`src/rtl/multicycle_sequencer_pkg.sv`:
```
// mips_ctrl_pkg: opcode, state, ALU op and trap cause encodings for the multicycle sequencer
package mips_ctrl_pkg;
    localparam int OP_LW   = 0;
    localparam int OP_SW   = 1;
    localparam int OP_ADD  = 2;
    localparam int OP_ADDI = 3;
    localparam int OP_BEQ  = 4;
    localparam int OP_B    = 5;

    localparam int ALU_ADD = 0;
    localparam int ALU_CMP = 7;

    typedef enum logic [2:0] {
        FETCH  = 3'd0,
        DECODE = 3'd1,
        EXEC   = 3'd2,
        MEM    = 3'd3,
        WB     = 3'd4,
        BRANCH = 3'd5,
        TRAP   = 3'd6
    } state_t;

    typedef enum logic [1:0] {
        CAUSE_NONE    = 2'd0,
        CAUSE_ILLEGAL = 2'd1,
        CAUSE_TIMEOUT = 2'd2
    } cause_t;

    function automatic logic is_mem_op(input int op);
        return op == OP_LW || op == OP_SW;
    endfunction
endpackage

```
`src/rtl/multicycle_sequencer_if.sv`:
```
// multicycle_sequencer_if: control bundle between the sequencer and the MIPS datapath
interface multicycle_sequencer_if #(
    parameter int OP_W    = 5,
    parameter int ALUOP_W = 3,
    parameter int CNT_W   = 16
);
    logic [OP_W-1:0]    op;
    logic               zero;
    logic               mem_ready;
    logic               stall;
    logic               i_or_d;
    logic               mem_read;
    logic               mem_write;
    logic               ir_write;
    logic               pc_write;
    logic               pc_src;
    logic               alu_src;
    logic [ALUOP_W-1:0] alu_op;
    logic               reg_write;
    logic               reg_dst;
    logic               mem_to_reg;
    logic               retire;
    logic [CNT_W-1:0]   instr_count;
    logic               trap;
    logic [1:0]         trap_cause;

    modport master (
        input  op, zero, mem_ready, stall,
        output i_or_d, mem_read, mem_write, ir_write, pc_write, pc_src, alu_src,
               alu_op, reg_write, reg_dst, mem_to_reg, retire, instr_count,
               trap, trap_cause
    );

    modport slave (
        output op, zero, mem_ready, stall,
        input  i_or_d, mem_read, mem_write, ir_write, pc_write, pc_src, alu_src,
               alu_op, reg_write, reg_dst, mem_to_reg, retire, instr_count,
               trap, trap_cause
    );
endinterface

```
`src/rtl/multicycle_sequencer_mem_wait_timer.sv`:
```
// mem_wait_timer: counts cycles a memory request is outstanding and flags the timeout limit
module mem_wait_timer #(
    parameter int MEM_TIMEOUT = 15
) (
    input  logic clock,
    input  logic reset_n,
    input  logic clear,
    input  logic active,
    input  logic ready,
    output logic timeout
);
    localparam int W = $clog2(MEM_TIMEOUT + 1);

    logic [W-1:0] wait_cnt;

    always_ff @(posedge clock) begin
        if (!reset_n || clear || ready) wait_cnt <= '0;
        else if (active) wait_cnt <= wait_cnt + 1'b1;
    end

    assign timeout = wait_cnt == W'(MEM_TIMEOUT);
endmodule

```
`src/rtl/multicycle_sequencer.sv`:
```
// multicycle_sequencer: steps each MIPS instruction through FETCH/DECODE/EXEC/MEM/WB
// and drives the shared datapath strobes, with retire counting and sticky traps.
module multicycle_sequencer
    import mips_ctrl_pkg::*;
#(
    parameter int OP_W        = 5,
    parameter int ALUOP_W     = 3,
    parameter int CNT_W       = 16,
    parameter int MEM_TIMEOUT = 15
) (
    input logic clock,
    input logic reset_n,
    multicycle_sequencer_if.master bus
);
    state_t state, state_d;
    cause_t cause_q, cause_d;
    logic [OP_W-1:0]    op_q;
    logic [CNT_W-1:0]   count;
    logic               trap_q;
    logic               timeout, clear, active;
    logic               i_or_d, mem_read, mem_write, ir_write, pc_write, pc_src;
    logic               alu_src, reg_write, reg_dst, mem_to_reg, retire;
    logic [ALUOP_W-1:0] alu_op;
    int                 dop, qop;

    assign dop = int'(bus.op);
    assign qop = int'(op_q);

    always_ff @(posedge clock) begin
        if (!reset_n) begin
            state   <= FETCH;
            op_q    <= '0;
            count   <= '0;
            trap_q  <= 1'b0;
            cause_q <= CAUSE_NONE;
        end else begin
            state <= state_d;
            if (state == DECODE) op_q <= bus.op;
            if (retire) count <= count + 1'b1;
            if (state_d == TRAP && state != TRAP) begin
                trap_q  <= 1'b1;
                cause_q <= cause_d;
            end
        end
    end

    always_comb begin
        state_d    = state;
        cause_d    = CAUSE_NONE;
        i_or_d     = 1'b0;
        mem_read   = 1'b0;
        mem_write  = 1'b0;
        ir_write   = 1'b0;
        pc_write   = 1'b0;
        pc_src     = 1'b0;
        alu_src    = 1'b0;
        alu_op     = '0;
        reg_write  = 1'b0;
        reg_dst    = 1'b0;
        mem_to_reg = 1'b0;
        retire     = 1'b0;
        case (state)
            FETCH: if (!bus.stall) begin
                mem_read = 1'b1;
                if (bus.mem_ready) begin
                    ir_write = 1'b1;
                    pc_write = 1'b1;
                    state_d  = DECODE;
                end else if (timeout) begin
                    state_d = TRAP;
                    cause_d = CAUSE_TIMEOUT;
                end
            end
            DECODE: begin
                state_d = dop inside {OP_LW, OP_SW, OP_ADD, OP_ADDI} ? EXEC :
                          dop inside {OP_BEQ, OP_B} ? BRANCH : TRAP;
                cause_d = state_d == TRAP ? CAUSE_ILLEGAL : CAUSE_NONE;
            end
            EXEC: begin
                alu_op  = ALUOP_W'(ALU_ADD);
                alu_src = qop != OP_ADD;
                state_d = is_mem_op(qop) ? MEM : WB;
            end
            MEM: begin
                i_or_d    = 1'b1;
                alu_src   = 1'b1;
                mem_read  = qop == OP_LW;
                mem_write = qop == OP_SW;
                // mem_ready wins over a timeout landing in the same cycle
                if (bus.mem_ready) begin
                    state_d = qop == OP_LW ? WB : FETCH;
                    retire  = qop == OP_SW;
                end else if (timeout) begin
                    state_d = TRAP;
                    cause_d = CAUSE_TIMEOUT;
                end
            end
            WB: begin
                reg_write  = 1'b1;
                reg_dst    = 1'b1;
                mem_to_reg = qop == OP_LW;
                retire     = 1'b1;
                state_d    = FETCH;
            end
            BRANCH: begin
                alu_op   = ALUOP_W'(ALU_CMP);
                pc_src   = 1'b1;
                pc_write = qop == OP_B || bus.zero;
                retire   = 1'b1;
                state_d  = FETCH;
            end
            default: ;
        endcase
    end

    // A stalled FETCH has no request outstanding, so it never ages the timer
    assign active = (state == FETCH && !bus.stall) || state == MEM;
    assign clear  = state_d != state && (state_d == FETCH || state_d == MEM);

    mem_wait_timer #(.MEM_TIMEOUT(MEM_TIMEOUT)) u_timer (
        .clock   (clock),
        .reset_n (reset_n),
        .clear   (clear),
        .active  (active),
        .ready   (bus.mem_ready),
        .timeout (timeout)
    );

    assign bus.i_or_d      = reset_n & i_or_d;
    assign bus.mem_read    = reset_n & mem_read;
    assign bus.mem_write   = reset_n & mem_write;
    assign bus.ir_write    = reset_n & ir_write;
    assign bus.pc_write    = reset_n & pc_write;
    assign bus.pc_src      = reset_n & pc_src;
    assign bus.alu_src     = reset_n & alu_src;
    assign bus.alu_op      = reset_n ? alu_op : '0;
    assign bus.reg_write   = reset_n & reg_write;
    assign bus.reg_dst     = reset_n & reg_dst;
    assign bus.mem_to_reg  = reset_n & mem_to_reg;
    assign bus.retire      = reset_n & retire;
    assign bus.instr_count = count;
    assign bus.trap        = trap_q;
    assign bus.trap_cause  = cause_q;
endmodule

```
`src/flat_wrapper.sv`:
```
// flat-port wrapper written by rule: the top's interface ports become plain ports
module multicycle_sequencer_flat import mips_ctrl_pkg::*;
#(
    parameter int OP_W        = 5,
    parameter int ALUOP_W     = 3,
    parameter int CNT_W       = 16,
    parameter int MEM_TIMEOUT = 15
)
  (clock, reset_n, bus_op, bus_zero, bus_mem_ready, bus_stall, bus_i_or_d, bus_mem_read, bus_mem_write, bus_ir_write, bus_pc_write, bus_pc_src, bus_alu_src, bus_alu_op, bus_reg_write, bus_reg_dst, bus_mem_to_reg, bus_retire, bus_instr_count, bus_trap, bus_trap_cause);
  multicycle_sequencer_if #(.OP_W(OP_W), .ALUOP_W(ALUOP_W), .CNT_W(CNT_W)) bus_i ();
  input logic clock;
  input logic reset_n;
  input wire logic [$bits(bus_i.op)-1:0] bus_op;
  input wire logic [$bits(bus_i.zero)-1:0] bus_zero;
  input wire logic [$bits(bus_i.mem_ready)-1:0] bus_mem_ready;
  input wire logic [$bits(bus_i.stall)-1:0] bus_stall;
  output wire logic [$bits(bus_i.i_or_d)-1:0] bus_i_or_d;
  output wire logic [$bits(bus_i.mem_read)-1:0] bus_mem_read;
  output wire logic [$bits(bus_i.mem_write)-1:0] bus_mem_write;
  output wire logic [$bits(bus_i.ir_write)-1:0] bus_ir_write;
  output wire logic [$bits(bus_i.pc_write)-1:0] bus_pc_write;
  output wire logic [$bits(bus_i.pc_src)-1:0] bus_pc_src;
  output wire logic [$bits(bus_i.alu_src)-1:0] bus_alu_src;
  output wire logic [$bits(bus_i.alu_op)-1:0] bus_alu_op;
  output wire logic [$bits(bus_i.reg_write)-1:0] bus_reg_write;
  output wire logic [$bits(bus_i.reg_dst)-1:0] bus_reg_dst;
  output wire logic [$bits(bus_i.mem_to_reg)-1:0] bus_mem_to_reg;
  output wire logic [$bits(bus_i.retire)-1:0] bus_retire;
  output wire logic [$bits(bus_i.instr_count)-1:0] bus_instr_count;
  output wire logic [$bits(bus_i.trap)-1:0] bus_trap;
  output wire logic [$bits(bus_i.trap_cause)-1:0] bus_trap_cause;
  assign bus_i.op = bus_op;
  assign bus_i.zero = bus_zero;
  assign bus_i.mem_ready = bus_mem_ready;
  assign bus_i.stall = bus_stall;
  assign bus_i_or_d = bus_i.i_or_d;
  assign bus_mem_read = bus_i.mem_read;
  assign bus_mem_write = bus_i.mem_write;
  assign bus_ir_write = bus_i.ir_write;
  assign bus_pc_write = bus_i.pc_write;
  assign bus_pc_src = bus_i.pc_src;
  assign bus_alu_src = bus_i.alu_src;
  assign bus_alu_op = bus_i.alu_op;
  assign bus_reg_write = bus_i.reg_write;
  assign bus_reg_dst = bus_i.reg_dst;
  assign bus_mem_to_reg = bus_i.mem_to_reg;
  assign bus_retire = bus_i.retire;
  assign bus_instr_count = bus_i.instr_count;
  assign bus_trap = bus_i.trap;
  assign bus_trap_cause = bus_i.trap_cause;
  multicycle_sequencer #(.OP_W(OP_W), .ALUOP_W(ALUOP_W), .CNT_W(CNT_W), .MEM_TIMEOUT(MEM_TIMEOUT)) u_core (.clock(clock), .reset_n(reset_n), .bus(bus_i));
endmodule
```
`config.mk`:
```
export PLATFORM = sky130hd
export DESIGN_NAME = multicycle_sequencer_flat
export DESIGN_NICKNAME = d
export VERILOG_FILES = /design/src/rtl/multicycle_sequencer_pkg.sv /design/src/rtl/multicycle_sequencer_if.sv /design/src/rtl/multicycle_sequencer_mem_wait_timer.sv /design/src/rtl/multicycle_sequencer.sv /design/src/flat_wrapper.sv
export SDC_FILE = /design/constraint.sdc
export NUM_CORES = 1
export LEC_CHECK = 0
export CORE_UTILIZATION = 45
export DETAILED_ROUTE_END_ITERATION = 16
export DONT_BUFFER_PORTS = 1
export GPL_TIMING_DRIVEN = 0
export HOLD_SLACK_MARGIN = 0.02
export PLACE_DENSITY = 0.62
export SETUP_SLACK_MARGIN = 0.3
export SLEW_MARGIN = 40
export SYNTH_ARGS = -nofsm -noshare
export SYNTH_HDL_FRONTEND = slang
export SYNTH_SLANG_ARGS = --single-unit
```
`constraint.sdc`:
```
create_clock -name clock -period 2.9 [get_ports clock]
set_clock_uncertainty 0.1 [all_clocks]
set_input_delay 0.145 -clock clock [delete_from_list [all_inputs] [get_ports clock]]
set_output_delay 0.145 -clock clock [all_outputs]
set_load 0.02 [all_outputs]
```
======== Yosys cells after proc, flatten, opt, wreduce, memory -nomap -nowiden ========
Cells that the tools add are included.
operators by class
  eq/ne operators ......................... 19
  add/sub/neg operators ................... 2
  reductions and logical operators ........ 18
  bitwise operators ....................... 10
  mux-type cells .......................... 30
operator list
  kind                                                              count
  32-bit zero test                                                  2
  3-bit two-way mux                                                 9
  16-bit by 1-bit adder with 16-bit output (second input constant)  1
  5-bit by 2-bit == test with 1-bit output (second input constant)  3
  3-bit case mux with 5 select lines                                1
  3-bit == test (second input constant)                             4
  1-bit two-way mux                                                 11
  1-bit AND                                                         10
  5-bit by 3-bit == test with 1-bit output (second input constant)  2
  3-bit by 2-bit == test with 1-bit output (second input constant)  3
  2-bit two-way mux                                                 4
  1-bit case mux with 2 select lines                                4
  3-bit zero test                                                   2
  1-bit logical OR                                                  6
  2-bit case mux with 3 select lines                                1
  5-bit by 1-bit == test with 1-bit output (second input constant)  1
  5-bit by 4-bit == test with 1-bit output (second input constant)  1
  5-bit by 3-bit != test with 1-bit output (second input constant)  1
  4-bit by 1-bit adder with 4-bit output (second input constant)    1
  4-bit == test (second input constant)                             1
  4-bit nonzero test                                                1
  3-bit by 1-bit == test with 1-bit output (second input constant)  1
  1-bit logical AND                                                 3
  3-bit != test                                                     1
  other kinds (4)                                                   5
storage, ports and cells
  input port bits ......................... 10
  output and inout port bits .............. 33
  logic and storage cells ................. 85
  flip-flop bits (word level) ............. 31

======== Logic depth before layout (Yosys ltp) ========
Gate-level depths: netlist of the first run.
  depth in word-level cells ............... 10
  depth in mapped cells ................... 6
  gate-level depth less buffers ........... 6

======== Hierarchy ========
A second synthesis of the first run with hierarchy kept.
second synthesis, totals
  cells, all modules ...................... 197
  area total of the unflattened synthesis .. 1695.4 um^2
by module, submodules not included
  module                sequential area each (um^2)  instances  area each (um^2)  cells each
  multicycle_sequencer  540.5                        1          1497.7            179
  mem_wait_timer        80.1                         1          197.7             18

======== Worst setup path after synthesis of the first run ========
Ideal clock, no wire load.
  kind .................................... register to register
  start ................................... reg u_core.op_q[2]
  end ..................................... reg u_core.u_timer.wait_cnt[0]
  data required time ...................... 2673 ps
  slack ................................... 960 ps
  setup time .............................. 127 ps
  buffers on the path ..................... 0
  cell stages (with the launch flop) ...... 6
  clock period less this slack ............ 1940 ps
  data arrival time ....................... 1713 ps
  cells stage by stage .................... dfxtp_1 > or4_4 > o221a_1 > a21o_1 > a221oi_2 > nor2_1
between the ends
  cells in the longest elaborated chain, start to end .. 9
  elaborated cells between the ends (all ways) .. 14
  classes of those cells .................. 3 x eq/ne; 4 x mux; 7 x reduce/logical
ends and longest elaborated chain
  what                                                                                 line                                                        source
  start: declaration                                                                   multicycle_sequencer.sv:17                                  logic [OP_W-1:0] op_q;
  start signal: assignment                                                             multicycle_sequencer.sv:38                                  if (state == DECODE) op_q <= bus.op;
  32-bit zero test / 5-bit by 2-bit == test with 1-bit output (equally long branches)  multicycle_sequencer_pkg.sv:30, multicycle_sequencer.sv:91
  3-bit two-way mux / 1-bit logical OR (equally long branches)                         multicycle_sequencer.sv:91, multicycle_sequencer_pkg.sv:30
  3-bit two-way mux, on equally long branches                                          multicycle_sequencer.sv:90, multicycle_sequencer.sv:82
  3-bit case mux with 5 select lines (*)                                               multicycle_sequencer.sv:62                                  case (state)
  3-bit by 2-bit == test with 1-bit output / 3-bit zero test (equally long branches)   multicycle_sequencer.sv:118                                 assign clear = state_d != state && (state_d == FETCH || state_d == MEM);
  1-bit logical OR                                                                     multicycle_sequencer.sv:118
  1-bit logical AND (*)                                                                multicycle_sequencer.sv:118
  1-bit logical OR (*) (2 in series)                                                   multicycle_sequencer_mem_wait_timer.sv:17                   if (!reset_n || clear || ready) wait_cnt <= '0;
  end signal: assignment                                                               multicycle_sequencer_mem_wait_timer.sv:18                   else if (active) wait_cnt <= wait_cnt + 1'b1;
  end: declaration                                                                     multicycle_sequencer_mem_wait_timer.sv:14                   logic [W-1:0] wait_cnt;
Mark *: on every way between the ends. The rest lies on a longest branch, timed or not.
A chain may end at the register's enable or synchronous reset.

======== Final worst setup path of the first run ========
  start ................................... reg u_core.state[0]
  end ..................................... out bus_mem_read
between the ends
  cells in the longest elaborated chain, start to end .. 3
  elaborated cells between the ends (all ways) .. 4
  classes of those cells .................. 1 x eq/ne; 1 x mux; 1 x bitwise; 1 x reduce/logical
ends and longest elaborated chain
  what                                                                                line                         source
  start: declaration                                                                  multicycle_sequencer.sv:15   state_t state, state_d;
  start signal: assignment                                                            multicycle_sequencer.sv:37   state <= state_d;
  3-bit by 2-bit == test with 1-bit output / 3-bit zero test (equally long branches)  multicycle_sequencer.sv:62
  1-bit case mux with 2 select lines (*)                                              multicycle_sequencer.sv:62
  1-bit AND (*)                                                                       multicycle_sequencer.sv:130  assign bus.mem_read = reset_n & mem_read;
  end: declaration                                                                    flat_wrapper.sv:18           output wire logic [$bits(bus_i.mem_read)-1:0] bus_mem_read;
Marked as above.

==> summary by stage, run 1 <==
Global route
Entering global routing, the biggest net connects 11 pins. The number of antenna violations at the first check in global routing is 0. Summed over all layers, the global routing overflow is 0.

The global-route wire length before repair is 6.85 mm. The number of global-route vias before repair is 1,531. The total routing usage reported by global routing is 0.217.

Min path
The number of cells on the worst hold path is 2. The tightest min-delay check is of the in2reg type.

Power
The power per standard cell area is 543 mW/mm^2. The switching power of the nets is 338 uW. The clock share of power is 0.290.

The register share of total power is 0.457. The switching share of power is 0.319. Total power for the finished layout comes to 1060 uW. Of the total power, combinational logic draws 0.253. The maximum resistive drop on vdd is 0.221 mV.

The total leakage power is 0.000747 uW. The internal portion of the total power is 720 uW.

Timing
The minimum clock period after layout is 2.43 ns. The final number of hold-violating endpoints came to 0. At the pin with the least slew margin, the transition time is 0.668 ns. The final max-slew violation count is 0. Setup repair after global routing left no endpoint under its margin.

Setup violations remaining at the end of the flow were counted as 0. Derived from the worst setup path, the maximum achievable clock frequency is 411 MHz. The worst pin sits at a relative slew slack of 0.549. Of the available clock period, the critical path in the final layout requires 0.838. Once routing completed, OpenROAD measured the worst setup slack at 0.469 ns. The setup total negative slack is 0 ns.

Logic synthesis
The number of nets in the synthesized netlist is 213. In this run, synthesis inferred 0 flip-flops with an integrated enable. The summed instance area of the synthesized netlist is 0.00175 sq mm. The commonest cells after synthesis are 31 x dfxtp_1, 25 x nand2_1, 14 x and2_1, 10 x nor2_1, 8 x xnor2_1.

Of the post-synthesis cell area, the dominant cell type holds 0.356. The cell count after synthesis came out at 201. The Yosys step of the flow raised 0 warnings. Among all flip-flop cells after synthesis, the most frequent one is dfxtp_1. dfxtp_1 takes more of the synthesized area than any other cell. Of all flip-flops after synthesis, the portion carrying an async set or reset was 0. By area the synthesized netlist is led by dfxtp_1 36%, nand2_1 5.4%, and2_1 5.0%. The portion of the post-synthesis area used by sequential elements is 0.356. The average instance in the mapped netlist occupies 8.68 sq um. After synthesis the netlist holds a flip-flop and latch count of 31. Among all cell types in the netlist, the one instantiated most often is dfxtp_1. The number of different library cells in the post-synthesis netlist is 53.

Place
The final weighted congestion of routability-driven global placement is 0.795. Timing analysis after detailed placement gives a worst setup slack of 0.658 ns. The total of buffers placed on input and output ports is 0. The HPWL after detailed placement is 3.04 mm.

Setup path
The worst register-to-register path has a setup slack of 0.62 ns. The worst reg-to-reg path cell count is 6. The critical path class is reg2out. STA classifies the critical path endpoint as a primary output. The cell type of the slowest stage on the worst timing path is or3_2. The critical path goes through clkbuf_1, nand2_1, or3_2, a21oi_1. Of all nets on the critical path, the largest fanout is 10. The critical path data required time is 2.65 ns. The maximum cell stage delay along the critical path is 0.50 ns. The type of origin of the critical path is a register.

The worst endpoint data arrival time is 2.19 ns.

Route
The post-detailed-route DRC marker count is 0. The mean number of vias per cell is 5.79. For this block, the routed nets add up to 4.13 mm of wire.

The wire length per cell after detailed routing is 15.8 microns. The detailed router finished its first iteration with 81 violations. The total iterations of the first detailed-routing run is 4.

Once detail routing completed, the nets flagged for antenna violations numbered 0. The overall via count from detail_route is 1,511.

Clock tree
The later-pin clock latency in the skew report is 0.28 ns. Once the clock tree was built, the resizer swapped 0 gates to a different size. The TritonCTS clock tree is done.

The clock tree synthesis step divided the H-tree into 2 levels. The cell sitting at the root of the clock tree is a clkbuf_8. After clock tree synthesis, the clock-pin slew on the worst setup and hold paths is 0.06 ns. CTS saw 31 sinks. The clock tree buffer depth is 2.

Clock tree synthesis inserted a total of 5 buffers.

Flow run
Max-cap violations in this run came to 0.

Die
The width of the die is 64.3 microns. The die covers 0.00413 sq mm. The placeable core region is 0.00369 sq mm. 43 I/O pins were placed. The cell row count is 22. The die height is 64.3 microns. The initial utilization of the core area, before any placement, comes to 0.473.

Final layout
The proportion of layout cells with a drive suffix above 1 is 0.117. Compared with the post-synthesis result, the final layout area differs by 11.7%. The number of antenna diodes in the final layout is 0.

Once layout is complete, the utilization of the core stands at 0.528. The net count of the finished layout is 226.

Status
The flow ran to the end, and the final reports show no timing, DRC or antenna violations.
[worst max-delay path: cells and delay by family (launching register included)]
kind / cells / cell delay (ns)
DFF: 1 / 0.39
buffers and inverters: 1 / 0.37
AOI/OAI and AO/OA: 1 / 0.41
and+or+nand+nor: 2 / 0.73
[repair_timing]
action | in CTS | in global routing
buffers inserted | 0 | 0
hold buffers | 6 | 0
endpoints found under the hold margin | 6 | 0
[power by group through the flow]
stage,Sequential (uW),Clock (uW),Combinational [uW]
2_1_floorplan,485,0,210
3_5_place_dp,491,0,258
6_report,484,307,267
5_1_grt,486,335,295
4_1_cts,482,315,266
3_3_place_gp,490,0,249
[per-stage QoR]
stage          hold WS (ns)  instance area [sq um]  cells
6_report             0.0870                   1950    261
5_1_grt              0.0894                   1950    261
3_5_place_dp          0.201                   1810    249
2_1_floorplan         0.190                   1750    201
4_1_cts              0.0897                   1940    261
3_3_place_gp          0.198                   1810    249
[kinds of logic (layout without fill, tap and decap cells)]
logic type,after synthesis,count (layout),share of synthesized area
buffers and inverters,13,25,0.0380
XOR/XNOR,15,15,0.0753
AO/OA/AOI/OAI,32,32,0.151
multiplexers,3,3,0.0172
adder cells (fa/ha/maj),2,2,0.0143
AND/OR/NAND/NOR,105,105,0.348
flip-flops,31,31,0.356
[sequential cells by signal (all words and copies together) (netlist names)]
name	flops
u_core.bus.instr_count	16
u_core.bus.trap	1
u_core.u_timer.wait_cnt	4
u_core.op_q	5
u_core.bus.trap_cause	2
u_core.state	3
[layer usage]
metal	track usage	share of wire
met5	0	0
met3	0.0839	0.060
met2	0.375	0.50
met4	0.0861	0.015
met1	0.235	0.42
[final cells by class]
class	count	area (sq um)
multi-input combinational	157	1070
timing repair buffer	6	60.1
inverter	1	3.75
sequential	31	621
clock buffer	6	72.6
fill	355	1740
buffer	12	62.6
tap	48	60.1
[cells in the final DEF (no fill, tap or decap), drive strengths merged, types with 2 or more instances in the layout]
cell type,instances
o21ai,3
a31oi,2
a21oi,3
nor2b,4
ha,2
o21a,2
xnor2,8
o221a,3
and2,15
nor3,6
nand3,5
nor3b,2
nand2b,6
and4,2
dlygate4sd3,6
nor2,10
a2111o,2
nor4,6
dfxtp,31
a221oi,2
nand2,25
a21boi,7
nand4,5
or3,4
buf,6
and3,7
clkbuf,12
mux2i,3
xor2,7
[path summary, 6_finish.rpt]
check	startpoint	end
setup / recovery	u_core.state[0]	bus_mem_read
hold / removal	bus_mem_ready	u_core.bus.trap_cause[0]
setup reg to reg	u_core.state[0]	u_core.u_timer.wait_cnt[2]
hold reg to reg	u_core.u_timer.wait_cnt[1]	u_core.u_timer.wait_cnt[1]
Power figures use the tool's default switching activity.
==> inputs of run 2 (changes only) <==
==> constraint.sdc (replaced) <==
create_clock -name clock -period 2.35 [get_ports clock]
set_clock_uncertainty 0.1 [all_clocks]
set_input_delay 0.1175 -clock clock [delete_from_list [all_inputs] [get_ports clock]]
set_output_delay 0.1175 -clock clock [all_outputs]
set_load 0.02 [all_outputs]
==> summary by stage, run 2 (synthesized netlist as in run 1, its figures left out) <==
Timing
The normalized max-slew margin is 0.532. Setup repair after global routing could not meet its margin everywhere. The final number of hold-violating endpoints is 0.

The final worst slack is 0.316 ns. For the final routed database, the setup TNS stands at 0 ns. The worst path in the final design needs a cycle of 2.03 ns, including I/O delays and setup.

At the pin with the least slew margin, the transition time is 0.693 ns. Based on the critical path, the design can be clocked at up to 492 MHz. Setup violations remaining at the end of the flow were counted as 0. The final max-slew violation count is 0. Dividing the final minimum period by the clock period gives 0.866.

Final layout
The final layout contains 229 nets. The area growth from synthesis to layout is 16.9%. In the final layout, the share of cells above drive strength 1 is 0.185. The most common cell after layout, fill and taps aside is dfxtp_1.

In the layout the commonest cells are 28 x dfxtp_1, 24 x nand2_1, 14 x and2_1. The number of antenna diodes in the final layout is 0. The register with the most flip-flops in the layout has 16 of them.

Place
The final weighted congestion of routability-driven global placement is 0.795. The total of buffers placed on input and output ports is 0. The placed wire-length estimate after detailed placement is 3.04 mm. The worst slack after detailed placement is 0.108 ns.

Route
The total iterations of the first detailed-routing run is 4. The post-detailed-route DRC marker count is 0. Summing over every cut layer, the via total after detailed routing is 1,551. Dividing the detail-routed wire length by the instance count gives 16.0 microns. The wire length after detailed routing is 4.21 mm. The iteration-0 DRC count of the detailed router is 107. In this run the remaining antenna-violating nets after routing total 0. After detailed routing, the number of vias per cell comes to 5.88.

Global route
The total routing usage reported by global routing is 0.217. For this run the aggregate overflow at the end of global routing stands at 0. Entering global routing, the biggest net connects 11 pins. The number of antenna violations at the first check in global routing is 0. The first global-routing pass estimated 6.87 mm of wire. The number of global-route vias before repair is 1,539.

Min path
In this run the worst hold path is classified as in2reg.

Setup path
The critical path data required time is 2.41 ns. The maximum net fanout on the critical path is 5. The signal on the critical path passes through or4_4, o221a_1, a21o_1, a221oi_4, nor2_1. The worst setup path is launched from a register.

The critical path class is reg2reg. The slowest stage of the critical path is the or4_4 cell. The worst endpoint data arrival time is 2.09 ns.

The worst setup path is captured at a register. The maximum cell stage delay along the critical path is 0.57 ns. Grouping stages by cell kind, the critical path spends the most delay in compound AO/OA/AOI/OAI gates. The number of buffer and inverter stages on the critical path is 0.

Power
The total leakage power is 0.000774 uW. For this design the ratio of total power to cell area is 671 mW/mm^2. The maximum resistive drop on vdd is 0.290 mV.

Overall power consumption after layout is estimated at 1370 uW.

Die
The initial utilization of the core area, before any placement, comes to 0.473. The boundary pin count is 43. The die height is 64.3 microns.

The cell row count is 22. In this run the standard cell core region covers 0.00369 sq mm. The floorplan die area is 0.00413 sq mm.

In this run the horizontal extent of the chip is 64.3 microns.

Clock tree
The clock passes through at most 2 buffers. For this design, the sink count on the clock tree is 31. The deepest level of the CTS H-tree is 2. Counting the buffers created by CTS gives 5. Clock-pin slew was measured on the worst setup and hold paths at 0.06 ns. The master cell of the clock root buffer is clkbuf_8. TritonCTS built the clock tree. The later pin in the worst-skew pair is clocked with a latency of 0.28 ns.

Flow run
The tool flagged a number of max-cap violations equal to 0.

Status
The flow ran to the end, and the final reports show no timing, DRC or antenna violations.
[run 2: changes by cell type in the layout (fill, tap and decap cells not counted), sizes merged]
cell / previous run / this run
buf: 6 / 10
clkbuf: 12 / 11
[run 2: worst reg2reg max path: stages, from the launching register on]
cell and delay (ns):
dfxtp_2 0.35, or4_4 0.57, o221a_1 0.29, a21o_1 0.22, a221oi_4 0.29, nor2_1 0.09
[run 2: final cells by class]
| cell class | count | area, sq um |
|---|---|---|
| Clock buffer | 6 | 72.6 |
| Multi-Input combinational cell | 157 | 1130 |
| Timing Repair Buffer | 9 | 82.6 |
| Fill cell | 337 | 1650 |
| Tap cell | 48 | 60.1 |
| Buffer | 12 | 70.1 |
| Sequential cell | 31 | 624 |
| Inverter | 1 | 3.75 |
[run 2: timing repair]
action	in CTS	in global routing
endpoints found under the hold margin	6	0
hold buffers	6	0
buffers inserted	1	2
pin swaps	4	6
setup endpoints to repair	12	22
gates cloned	0	0
resized for setup	13	8
[run 2: worst paths after layout]
path / startpoint / endpoint / slack, ns / depth (start not counted)
setup / recovery: u_core.op_q[1] / u_core.u_timer.wait_cnt[2] / 0.32 / 5
hold / removal: bus_mem_ready / u_core.bus.trap_cause[0] / 0.06 / 2
setup reg to reg: u_core.op_q[1] / u_core.u_timer.wait_cnt[2] / 0.32 / 5
hold reg to reg: u_core.op_q[1] / u_core.op_q[1] / 0.42 / 2
[run 2: layer usage]
metal	routed length [microns]	up-vias	global-route usage
met3	312	8	0.0821
li1	-	753	-
met4	68	0	0.0889
met2	2080	57	0.382
met5	0	-	0
met1	1750	733	0.230
[run 2: stage by stage]
step / hold slack, ns / cell area (sq um) / instances / utilization
after global placement: 0.171 / 1810 / 249 / 0.489
final: 0.0622 / 2040 / 264 / 0.553
after detailed placement: 0.174 / 1810 / 249 / 0.491
after floorplan: 0.162 / 1750 / 201 / -
after global routing: 0.0619 / 2040 / 264 / 0.553
after CTS: 0.0622 / 2000 / 262 / 0.541
[run 2: power breakdown]
group	total, uW	leakage [uW]	switching, uW	internal [uW]
sequential	599	0.000252	42.2	557
clock	377	0.0000371	180	197
combinational	394	0.000485	218	176
total	1370	0.000774	441	929
==> inputs of run 3 (changes only) <==
--- a/config.mk
+++ b/config.mk
@@ -5,12 +5,13 @@
 export SDC_FILE = /design/constraint.sdc
 export NUM_CORES = 1
 export LEC_CHECK = 0
-export CORE_UTILIZATION = 45
+export CORE_UTILIZATION = 35
 export DETAILED_ROUTE_END_ITERATION = 16
 export DONT_BUFFER_PORTS = 1
 export GPL_TIMING_DRIVEN = 0
 export HOLD_SLACK_MARGIN = 0.02
-export PLACE_DENSITY = 0.62
+export PLACE_DENSITY = 0.51
+export REMOVE_ABC_BUFFERS = 1
 export SETUP_SLACK_MARGIN = 0.3
 export SLEW_MARGIN = 40
 export SYNTH_ARGS = -nofsm -noshare
==> summary by stage, run 3 (synthesized netlist as in run 1, its figures left out) <==
Global route
The number of global-route vias before repair came to 1,525. The total routing usage reported by global routing is 0.172. Entering global routing, the biggest net connects 30 pins. Summed over all layers, the global routing overflow is 0. The number of antenna violations at the first check in global routing is 0. The first global-routing pass estimated 7.05 mm of wire.

Route
The overall via count from detail_route is 1,527. After the first detailed-routing iteration, the DRC count stood at 58. The wire length after detailed routing is 4.27 mm. The mean number of vias per cell is 5.51. Dividing the detail-routed wire length by the instance count gives 15.4 microns. The antenna violation net count after detailed routing is 0. The post-detailed-route DRC marker count is 0. The first detailed-routing pass took 4 iterations.

Die
The cell row count is 25. During I/O placement, the number of pins put on the boundary was 43. The initial standard-cell utilization of the core is 0.367. In this run the standard cell core region covers 0.00475 sq mm.

The width of the die is 72.6 microns. The floorplan die area is 0.00527 sq mm. The die height is 72.6 microns.

Power
Of the total power, the share spent switching nets is 0.322. The fraction of power consumed by combinational cells is 0.272. Of the total power, the clock network draws 0.297. Summed over all nets, the switching power comes to 462 uW. The share of total power dissipated in sequential elements is 0.432.

Cell internal power was estimated by the tool at 970 uW. The total leakage power is 0.000772 uW. The maximum resistive drop on vdd is 0.234 mV.

The power per standard cell area is 691 mW/mm^2.

Clock tree
TritonCTS built the clock tree. The total clock sinks is 31. The master cell of the clock root buffer is clkbuf_8. The CTS buffer count is 5.

In this run the number of H-tree levels came out at 2. The clock reaches the later pin of the worst-skew pair after 0.28 ns. The clock-pin slew reported for the worst setup and hold paths after clock tree synthesis is 0.06 ns. The clock tree buffer depth is 2.

Timing
The normalized max-slew margin is 0.514. The final max-slew violation count came to 0. The post-route clock period utilization is 0.865. The actual transition at the worst max-transition pin is 0.728 ns. The setup violation total in the final timing report is 0.

The hold slack is 0.0432 ns. Static timing analysis puts the maximum clock frequency at 492 MHz. The final worst slack is 0.316 ns. The final number of hold-violating endpoints came to 0. Setup repair after global routing could not meet its margin everywhere. The minimum clock period after layout is 2.03 ns.

Final layout
The area growth from synthesis to layout is 18.7%. The post-layout net count is 222. The cell area after layout is 0.00207 sq mm. The filler cells instantiated in the layout total 484. In the final layout, the multi-input gates occupy 0.00115 sq mm. Measured on the finished design, the core utilization comes to 0.436. The library cell used most frequently in the layout, excluding fill and tap cells, is dfxtp_1.

The proportion of layout cells with a drive suffix above 1 is 0.210. The number of antenna diodes is 0. The register with the most flip-flops in the layout has 16 of them. The sequential cell area is 632 sq um.

In the layout the commonest cells are 26 x dfxtp_1, 25 x nand2_1, 14 x and2_1.

Setup path
In this run the critical register-to-register path is launched from u_core.op_q[3]. At the worst endpoint, the required time is 2.41 ns. The critical path is of the reg2reg type. The beginning of the critical path is u_core.op_q[3].

The worst endpoint data arrival time is 2.09 ns. The type of origin of the critical path is a register. The maximum net fanout on the critical path is 5. The endpoint kind of the worst setup timing path is a register.

Place
The total of buffers placed on input and output ports is 0. The final weighted congestion of routability-driven global placement is 0.835. The placed wire-length estimate after detailed placement is 2.82 mm.

At the placement stage, the worst setup path has a slack of -0.0419 ns. The post-place instance area is 0.00177 sq mm.

Min path
The path class of the tightest hold or removal check is in2reg. The hold path startpoint is bus_mem_ready.

Status
The flow ran to the end, and the final reports show no timing, DRC or antenna violations.

Flow run
The number of violations of the max-capacitance limit is 0.
-- run 3: cell types whose count changed in the layout (fill, tap and decap cells not counted), sizes merged --
cell and change:
dlygate4sd3 -1, clkinv +1, buf -1, clkbuf -5
-- run 3: worst paths after layout --
path	cells past startpoint	slack, ns	to
max	5	0.32	u_core.u_timer.wait_cnt[2]
min	2	0.04	u_core.bus.trap_cause[0]
max reg2reg	5	0.32	u_core.u_timer.wait_cnt[2]
min reg2reg	2	0.42	u_core.op_q[2]
-- run 3: routing by layer --
metal / wire length, microns / vias up / track usage / part of all wire
li1: - / 735 / - / -
met1: 1830 / 734 / 0.192 / 0.43
met2: 2120 / 48 / 0.295 / 0.50
met3: 240 / 10 / 0.0622 / 0.056
met4: 83 / 0 / 0.0741 / 0.019
met5: 0 / - / 0 / 0
-- run 3: through the flow --
stage / total power, uW / cells / setup TNS, ns
final: 1430 / 277 / 0
after floorplan: 842 / 189 / 0
after detailed placement: 905 / 256 / -0.111
after global routing: 1510 / 277 / 0
after CTS: 1410 / 276 / 0
after global placement: 895 / 256 / -0.0198
-- run 3: power by group through the flow --
stage               clock (uW)  sequential (uW)  combinational, uW
CTS                        441              615                359
finish                     425              618                389
global placement             0              629                266
global route               471              622                420
detailed placement           0              632                273
floorplan                    0              614                228
-- run 3: layout make-up --
cell class / count / share of cell area
clock inverter: 1 / 0.00242
sequential: 31 / 0.305
multi-input combinational: 157 / 0.555
inverter: 1 / 0.00181
clock buffer: 6 / 0.0399
timing repair buffer: 14 / 0.0556
tap: 67 / 0.0405
-- run 3: worst max-delay path: stages (launching register included) --
cell and delay, ns:
dfxtp_2 0.36, or4_4 0.57, o221a_1 0.29, a21o_1 0.20
a221oi_4 0.31, nor2_1 0.09
-- run 3: what timing repair did --
action,CTS,global route
hold buffers,6,0
hold endpoints to repair,27,0
gates resized for setup,16,6
pin swaps,7,2
setup buffers,7,1
endpoints found under the setup margin,19,15
